[src/rtl/mdu_iter.sv]
// mdu_iter: iterative multiply/divide unit with HI/LO registers and a start/busy/done handshake.
// Optional feature macro MDU_FAST_MUL_EN: MULT/MULTU use a single-cycle multiplier instead of shift-add.
module mdu_iter #(
   parameter int WIDTH = 32
) (
   input  logic             clk,
   input  logic             resetn,
   input  logic             start,
   input  logic [2:0]       op,
   input  logic [WIDTH-1:0] a,
   input  logic [WIDTH-1:0] b,
   input  logic             flush,
   output logic             busy,
   output logic             done,
   output logic             div0,
   output logic [WIDTH-1:0] hi,
   output logic [WIDTH-1:0] lo
);
   localparam int CW = $clog2(WIDTH + 1);
   localparam logic [CW-1:0]      CNT_INIT = CW'(WIDTH);
   localparam logic [CW-1:0]      CNT_ONE  = CW'(1);
   localparam logic [CW-1:0]      CNT_ZERO = CW'(0);
   localparam logic [WIDTH-1:0]   ZERO_W   = WIDTH'(0);
   localparam logic [WIDTH-1:0]   ONE_W    = WIDTH'(1);
   localparam logic [WIDTH-1:0]   ONES_W   = ~ZERO_W;
   localparam logic [WIDTH:0]     ZERO_W1  = (WIDTH+1)'(0);
   localparam logic [2*WIDTH-1:0] ZERO_2W  = (2*WIDTH)'(0);
   localparam logic [2*WIDTH-1:0] ONE_2W   = (2*WIDTH)'(1);

   typedef enum logic [1:0] {
      ST_IDLE = 2'd0,
      ST_RUN  = 2'd1,
      ST_FIX  = 2'd2
   } state_t;

   state_t state_r, state_next_s;

   logic [2*WIDTH-1:0] acc_r, acc_next_s, prod_s, prod_fix_s;
   logic [WIDTH-1:0]   opnd_r, a_mag_s, b_mag_s, quo_fix_s, rem_fix_s, res_hi_s, res_lo_s;
   logic [WIDTH:0]     mul_sum_s, rem_sh_s, rem_diff_s;
   logic [CW-1:0]      cnt_r;
   logic               is_mul_r, neg_r, rneg_r, divz_r;
   logic               op_mul_s, op_div_s, op_sgn_s, op_mthi_s, op_mtlo_s, accept_s;

   function automatic logic [WIDTH-1:0] magnitude(input logic [WIDTH-1:0] v, input logic neg);
      magnitude = neg ? (~v + ONE_W) : v;
   endfunction

   // Opcode decode.
   always_comb begin
      op_mul_s  = 1'b0;
      op_div_s  = 1'b0;
      op_sgn_s  = 1'b0;
      op_mthi_s = 1'b0;
      op_mtlo_s = 1'b0;
      case (op)
         3'b000:  begin op_mul_s = 1'b1; op_sgn_s = 1'b1; end
         3'b001:  op_mul_s = 1'b1;
         3'b010:  begin op_div_s = 1'b1; op_sgn_s = 1'b1; end
         3'b011:  op_div_s = 1'b1;
         3'b100:  op_mthi_s = 1'b1;
         3'b101:  op_mtlo_s = 1'b1;
         default: op_mul_s = 1'b0;
      endcase
   end

   assign accept_s = start && !flush && (state_r == ST_IDLE) &&
                     (op_mul_s || op_div_s || op_mthi_s || op_mtlo_s);
   assign a_mag_s  = magnitude(a, op_sgn_s & a[WIDTH-1]);
   assign b_mag_s  = magnitude(b, op_sgn_s & b[WIDTH-1]);

   // One radix-2 step: shift-add for multiply, restoring shift-subtract for divide.
   always_comb begin
      mul_sum_s  = {1'b0, acc_r[2*WIDTH-1:WIDTH]} + (acc_r[0] ? {1'b0, opnd_r} : ZERO_W1);
      rem_sh_s   = acc_r[2*WIDTH-1:WIDTH-1];
      rem_diff_s = rem_sh_s - {1'b0, opnd_r};
      if (is_mul_r) begin
         acc_next_s = {mul_sum_s, acc_r[WIDTH-1:1]};
      end else if (!rem_diff_s[WIDTH]) begin
         acc_next_s = {rem_diff_s[WIDTH-1:0], acc_r[WIDTH-2:0], 1'b1};
      end else begin
         acc_next_s = {rem_sh_s[WIDTH-1:0], acc_r[WIDTH-2:0], 1'b0};
      end
   end

   // Sign correction of the unsigned magnitude result; b==0 forces an all-ones quotient.
   always_comb begin
`ifdef MDU_FAST_MUL_EN
      prod_s = {ZERO_W, opnd_r} * {ZERO_W, acc_r[WIDTH-1:0]};
`else
      prod_s = acc_r;
`endif
      prod_fix_s = neg_r ? (~prod_s + ONE_2W) : prod_s;
      quo_fix_s  = divz_r ? ONES_W : magnitude(acc_r[WIDTH-1:0], neg_r);
      rem_fix_s  = magnitude(acc_r[2*WIDTH-1:WIDTH], rneg_r);
      if (is_mul_r) begin
         res_hi_s = prod_fix_s[2*WIDTH-1:WIDTH];
         res_lo_s = prod_fix_s[WIDTH-1:0];
      end else begin
         res_hi_s = rem_fix_s;
         res_lo_s = quo_fix_s;
      end
   end

   // Next-state logic.
   always_comb begin
      state_next_s = state_r;
      case (state_r)
         ST_IDLE: begin
            if (accept_s && (op_mul_s || op_div_s)) begin
`ifdef MDU_FAST_MUL_EN
               state_next_s = op_mul_s ? ST_FIX : ST_RUN;
`else
               state_next_s = ST_RUN;
`endif
            end else begin
               state_next_s = ST_IDLE;
            end
         end
         ST_RUN: begin
            if (flush) begin
               state_next_s = ST_IDLE;
            end else if (cnt_r == CNT_ONE) begin
               state_next_s = ST_FIX;
            end else begin
               state_next_s = ST_RUN;
            end
         end
         ST_FIX:  state_next_s = ST_IDLE;
         default: state_next_s = ST_IDLE;
      endcase
   end

   // State register.
   always_ff @(posedge clk or negedge resetn) begin
      if (!resetn) begin
         state_r <= ST_IDLE;
      end else begin
         state_r <= state_next_s;
      end
   end

   // Operand latch, iteration datapath and HI/LO/handshake outputs.
   always_ff @(posedge clk or negedge resetn) begin
      if (!resetn) begin
         busy     <= 1'b0;
         done     <= 1'b0;
         div0     <= 1'b0;
         hi       <= ZERO_W;
         lo       <= ZERO_W;
         acc_r    <= ZERO_2W;
         opnd_r   <= ZERO_W;
         cnt_r    <= CNT_ZERO;
         is_mul_r <= 1'b0;
         neg_r    <= 1'b0;
         rneg_r   <= 1'b0;
         divz_r   <= 1'b0;
      end else begin
         busy <= (state_next_s != ST_IDLE);
         done <= 1'b0;
         case (state_r)
            ST_IDLE: begin
               if (accept_s) begin
                  div0 <= 1'b0;
                  if (op_mthi_s) begin
                     hi <= a;
                  end else if (op_mtlo_s) begin
                     lo <= a;
                  end else begin
                     // Multiply keeps the multiplier in the low half; divide keeps the dividend there.
                     opnd_r   <= op_mul_s ? a_mag_s : b_mag_s;
                     acc_r    <= {ZERO_W, (op_mul_s ? b_mag_s : a_mag_s)};
                     cnt_r    <= CNT_INIT;
                     is_mul_r <= op_mul_s;
                     neg_r    <= op_sgn_s & (a[WIDTH-1] ^ b[WIDTH-1]);
                     rneg_r   <= op_sgn_s & a[WIDTH-1];
                     divz_r   <= op_div_s && (b == ZERO_W);
                  end
               end
            end
            ST_RUN: begin
               if (!flush) begin
                  acc_r <= acc_next_s;
                  cnt_r <= cnt_r - CNT_ONE;
               end
            end
            ST_FIX: begin
               if (!flush) begin
                  hi   <= res_hi_s;
                  lo   <= res_lo_s;
                  done <= 1'b1;
                  div0 <= divz_r;
               end
            end
            default: done <= 1'b0;
         endcase
      end
   end
endmodule

[config.mk]
export PLATFORM = sky130hd
export DESIGN_NAME = mdu_iter
export DESIGN_NICKNAME = d
export VERILOG_FILES = /design/src/rtl/mdu_iter.sv
export SDC_FILE = /design/constraint.sdc
export NUM_CORES = 1
export LEC_CHECK = 0
export CAP_MARGIN = 20
export CORE_UTILIZATION = 50
export CTS_CLUSTER_SIZE = 8
export DETAILED_ROUTE_END_ITERATION = 12
export PLACE_DENSITY = 0.82
export SLEW_MARGIN = 25
export SYNTH_ARGS = -nofsm -noshare
export SYNTH_HDL_FRONTEND = slang
export SYNTH_SLANG_ARGS = --single-unit
[constraint.sdc]
create_clock -name clk -period 3.53 [get_ports clk]
set_clock_uncertainty 0.1 [all_clocks]
set_input_delay 0.353 -clock clk [delete_from_list [all_inputs] [get_ports clk]]
set_output_delay 0.353 -clock clk [all_outputs]
set_load 0.02 [all_outputs]
==> impl_metrics.env <==
export IMPL_mappedNetlistNets=2118
export IMPL_worstPathCellList="ha_1 > nor2b_2 > o31ai_1 > buf_4 > a211oi_1 > o21ai_0 > nand2_1 > a211oi_1 > xnor2_1 > mux2i_1 > o211ai_1"
export IMPL_finalWeightedCongestion=1.05
export IMPL_number_of_global_route_vias_before_repair=15600
export IMPL_layout_area_overhead_vs_synth_pct=23.8
export IMPL_syn_instance_count=1975
export IMPL_drt_pass1_iter_count=6
export IMPL_routed_wl_met3_um=6860
export IMPL_drt_wirelength_per_cell_um=22.8
export IMPL_critical_path_reg2reg_startpoint="acc_r[33]"
export IMPL_setup_viol_count_final=0
export IMPL_placed_cells=2564
export IMPL_max_cap_viol_count=0
export IMPL_cp_arrival_ps=3720
export IMPL_placement_io_buffers=137
export IMPL_critical_path_startpoint_type="flop"
export IMPL_route_layer_met1_wl_um=24000
export IMPL_holdPathStages=3
export IMPL_netlist_area_sq_mm=0.0152
export IMPL_grt_usage=0.378
export IMPL_achievable_frequency_mhz=290
export IMPL_placement_rows=63
export IMPL_synth_lib_cells_used_distinct=86
export IMPL_power_ir_vdd_worst_mv=0.400
export IMPL_dpl_hpwl_um=45500
export IMPL_fin_setup_tns_ps=0
export IMPL_min_from="op[1]"
export IMPL_status="finished clean"
export IMPL_post_route_min_period_ps=3450
export IMPL_critical_r2r_capture="acc_r[58]"
export IMPL_synth_yosys_seq_area_share=0.288
export IMPL_yosys_area_top_type="dfrtp_1"
export IMPL_synth_enable_flop_cells=0
export IMPL_ctsLongestPathBuffers=2
export IMPL_worst_path_max_fanout=4
export IMPL_cts_repair_timing_setup_buffer_count=0
export IMPL_minimum_setup_slack_among_reg_to_reg_paths_ps=80
export IMPL_average_footprint_of_a_synthesized_cell_sq_um=7.71
export IMPL_synth_top_cell_area_share=0.288
export IMPL_num_io_pins=138
export IMPL_detail_route_drc_violations=0
export IMPL_grt_overflow_total=0
export IMPL_maxSlewViolCount=0
export IMPL_cpLargestDelayFamily="compound AO/OA/AOI/OAI gates"
export IMPL_initial_core_util=0.511
export IMPL_route_final_wire_length_um=59100
export IMPL_hold_path_class="in2reg"
export IMPL_power_per_cell_area_mw_per_mm2=713
export IMPL_fraction_of_layout_cells_with_a_size_suffix_above_1=0.127
export IMPL_maximum_number_of_pins_on_one_net_before_global_route_repair=72
export IMPL_reg2regPathDepth=11
export IMPL_synth_warnings=0
export IMPL_timing_critical_path_required_ps=3800
export IMPL_cts_sinks=175
export IMPL_layoutNonFillerInstCount=2596
export IMPL_dieHeight_um=176
export IMPL_antenna_cells=0
export IMPL_max_slew_margin=0.391
export IMPL_routed_via_density=6.48
export IMPL_timing_critical_path_buf_inv=1
export IMPL_fp_dieArea_sq_mm=0.0311
export IMPL_clk_root_buffer_cell="clkbuf_16"
export IMPL_pre_cts_slack_ps=24.9
export IMPL_clock_tree_htree_level_count=4
export IMPL_drtIter0Drc=2373
export IMPL_critical_path_slowest_stage_cell="a211oi_1"
export IMPL_postSynth_topFlopCell="dfrtp_1"
export IMPL_nNetsFinal=2337
export IMPL_hold_viol=0
export IMPL_critical_path_max_stage_delay_ps=610
export IMPL_dr_wl_met2_um=25200
export IMPL_critical_path_most_common_cell="a211oi_1"
export IMPL_topRoutingLayerUsed="met4"
export IMPL_tightestPinTransition_ps=908
export IMPL_power_leakage_nw=8.28
export IMPL_synthTopCellsByArea="dfrtp_1 29%, o21ai_0 6.7%, a21oi_1 6.0%"
export IMPL_total_design_power_mw=13.4
export IMPL_worst_setup_hold_path_clk_slew_ps=70
export IMPL_synthArstFlopShare=1.00
export IMPL_core_footprint_sq_mm=0.0298
export IMPL_crit_path_end_kind="flop"
export IMPL_grt_setup_unrepaired="yes"
export IMPL_cts_inserted_buffers=17
export IMPL_die_w_um=176
export IMPL_timing_critical_path_depth=11
export IMPL_via_count=16800
export IMPL_hold_slack_ps=224
export IMPL_grt_pass1_wl_um=89600
export IMPL_clock_tree_from_tritoncts="done"
export IMPL_antenna_violations_before_repair=1
export IMPL_post_route_worst_setup_slack_ps=79.2
export IMPL_route_antenna_remaining_nets=0
export IMPL_ys_seq_elements=175
export IMPL_worst_skew_pair_late_latency_ps=460
export IMPL_worst_hold_path_endpoint="acc_r[29]"
export IMPL_timing_final_crit_share=0.978
export IMPL_crit_type="reg2reg"
-- per-layer routing --
metal,track usage,vias to the layer above
met5,0,-
met4,0.187,0
met3,0.0844,164
met2,0.567,1051
met1,0.510,8037
li1,-,7569
-- cell usage in the layout (no fill, tap or decap), drive strengths merged, types with 13 or more instances in the layout --
cell           instances
o21a                  13
nor4                  14
o22ai                 27
o31ai                 26
clkbuf                18
a21o                  43
nor3                  51
nor2b                 16
o41ai                 16
buf                  184
nor2                 179
mux2i                 42
inv                   73
a21oi                183
o211ai                28
xor2                  66
nand2                236
dfrtp                175
or4                   20
a31oi                 35
o21ai                205
nand2b                23
a211oi                19
xnor2                101
nand4                 13
nand3                 23
ha                    70
clkdlybuf4s50        135
or3                   22
-- area by class of cell --
type	instances	area (sq um)
inverters	69	259
well taps	390	488
multi-input cells	1611	10300
clock buffers	18	429
fillers	2536	11000
flip-flops and latches	175	4380
repair buffers	320	2810
clock inverters	13	221
-- what timing repair did --
item / CTS / global route
endpoints found under the hold margin: 68 / 0
pin swaps: 0 / 3
gates resized for setup: 1 / 19
endpoints found under the setup margin: 1 / 25
hold buffers: 1 / 0
-- kinds of logic (layout without fill, tap and decap cells) --
kind of cell	count (synthesis)	after routing	share of synthesized area
AOI/OAI and AO/OA	675	675	0.275
and+or+nand+nor	648	648	0.201
buffers and inverters	189	420	0.0474
DFF	175	175	0.288
xor gates and xnor gates	167	167	0.0961
adders and majority gates	72	72	0.0602
muxes	49	49	0.0328
-- worst min-delay path, cell delays in order --
cell     delay, ps
buf_2          200
nand3_1        110
nand3_1         70
-- through the flow --
step	area, sq um	utilization
after floorplan	15200	-
after global placement	18100	0.607
after detailed placement	18100	0.607
after CTS	18800	0.629
after global routing	18800	0.632
final	18800	0.632
-- state kept, by name, indices dropped and copies added, names as in the netlist, 2 cells and up --
name     flops
opnd_r      32
cnt_r        6
hi          32
acc_r       64
state_r      2
lo          32
-- cell usage after synthesis, types with 42 or more instances --
| cell | n |
|---|---|
| dfrtp_1 | 175 |
| nand2_1 | 236 |
| ha_1 | 70 |
| xor2_1 | 66 |
| inv_1 | 66 |
| a21oi_1 | 183 |
| nor3_1 | 50 |
| nor2_1 | 179 |
| mux2i_1 | 42 |
| xnor2_1 | 101 |
| a21o_1 | 43 |
| clkbuf_1 | 105 |
| o21ai_0 | 204 |
-- report_power, final --
part	internal, mW	switching, mW
Combinational	3.38	4.57
Sequential	2.65	0.653
Clock	1.27	0.925
Total	7.30	6.14
-- how the worst max path moves through the flow --
stage / startpoint / to / slack (ps)
after global placement: acc_r[0] / acc_r[63] / 7
after global routing: acc_r[32] / acc_r[42] / 3
final: acc_r[33] / acc_r[58] / 80
after floorplan: acc_r[0] / acc_r[49] / 310
after CTS: acc_r[0] / acc_r[60] / 50
after detailed placement: acc_r[0] / acc_r[59] / 20
(Power assumes the default switching activity.)
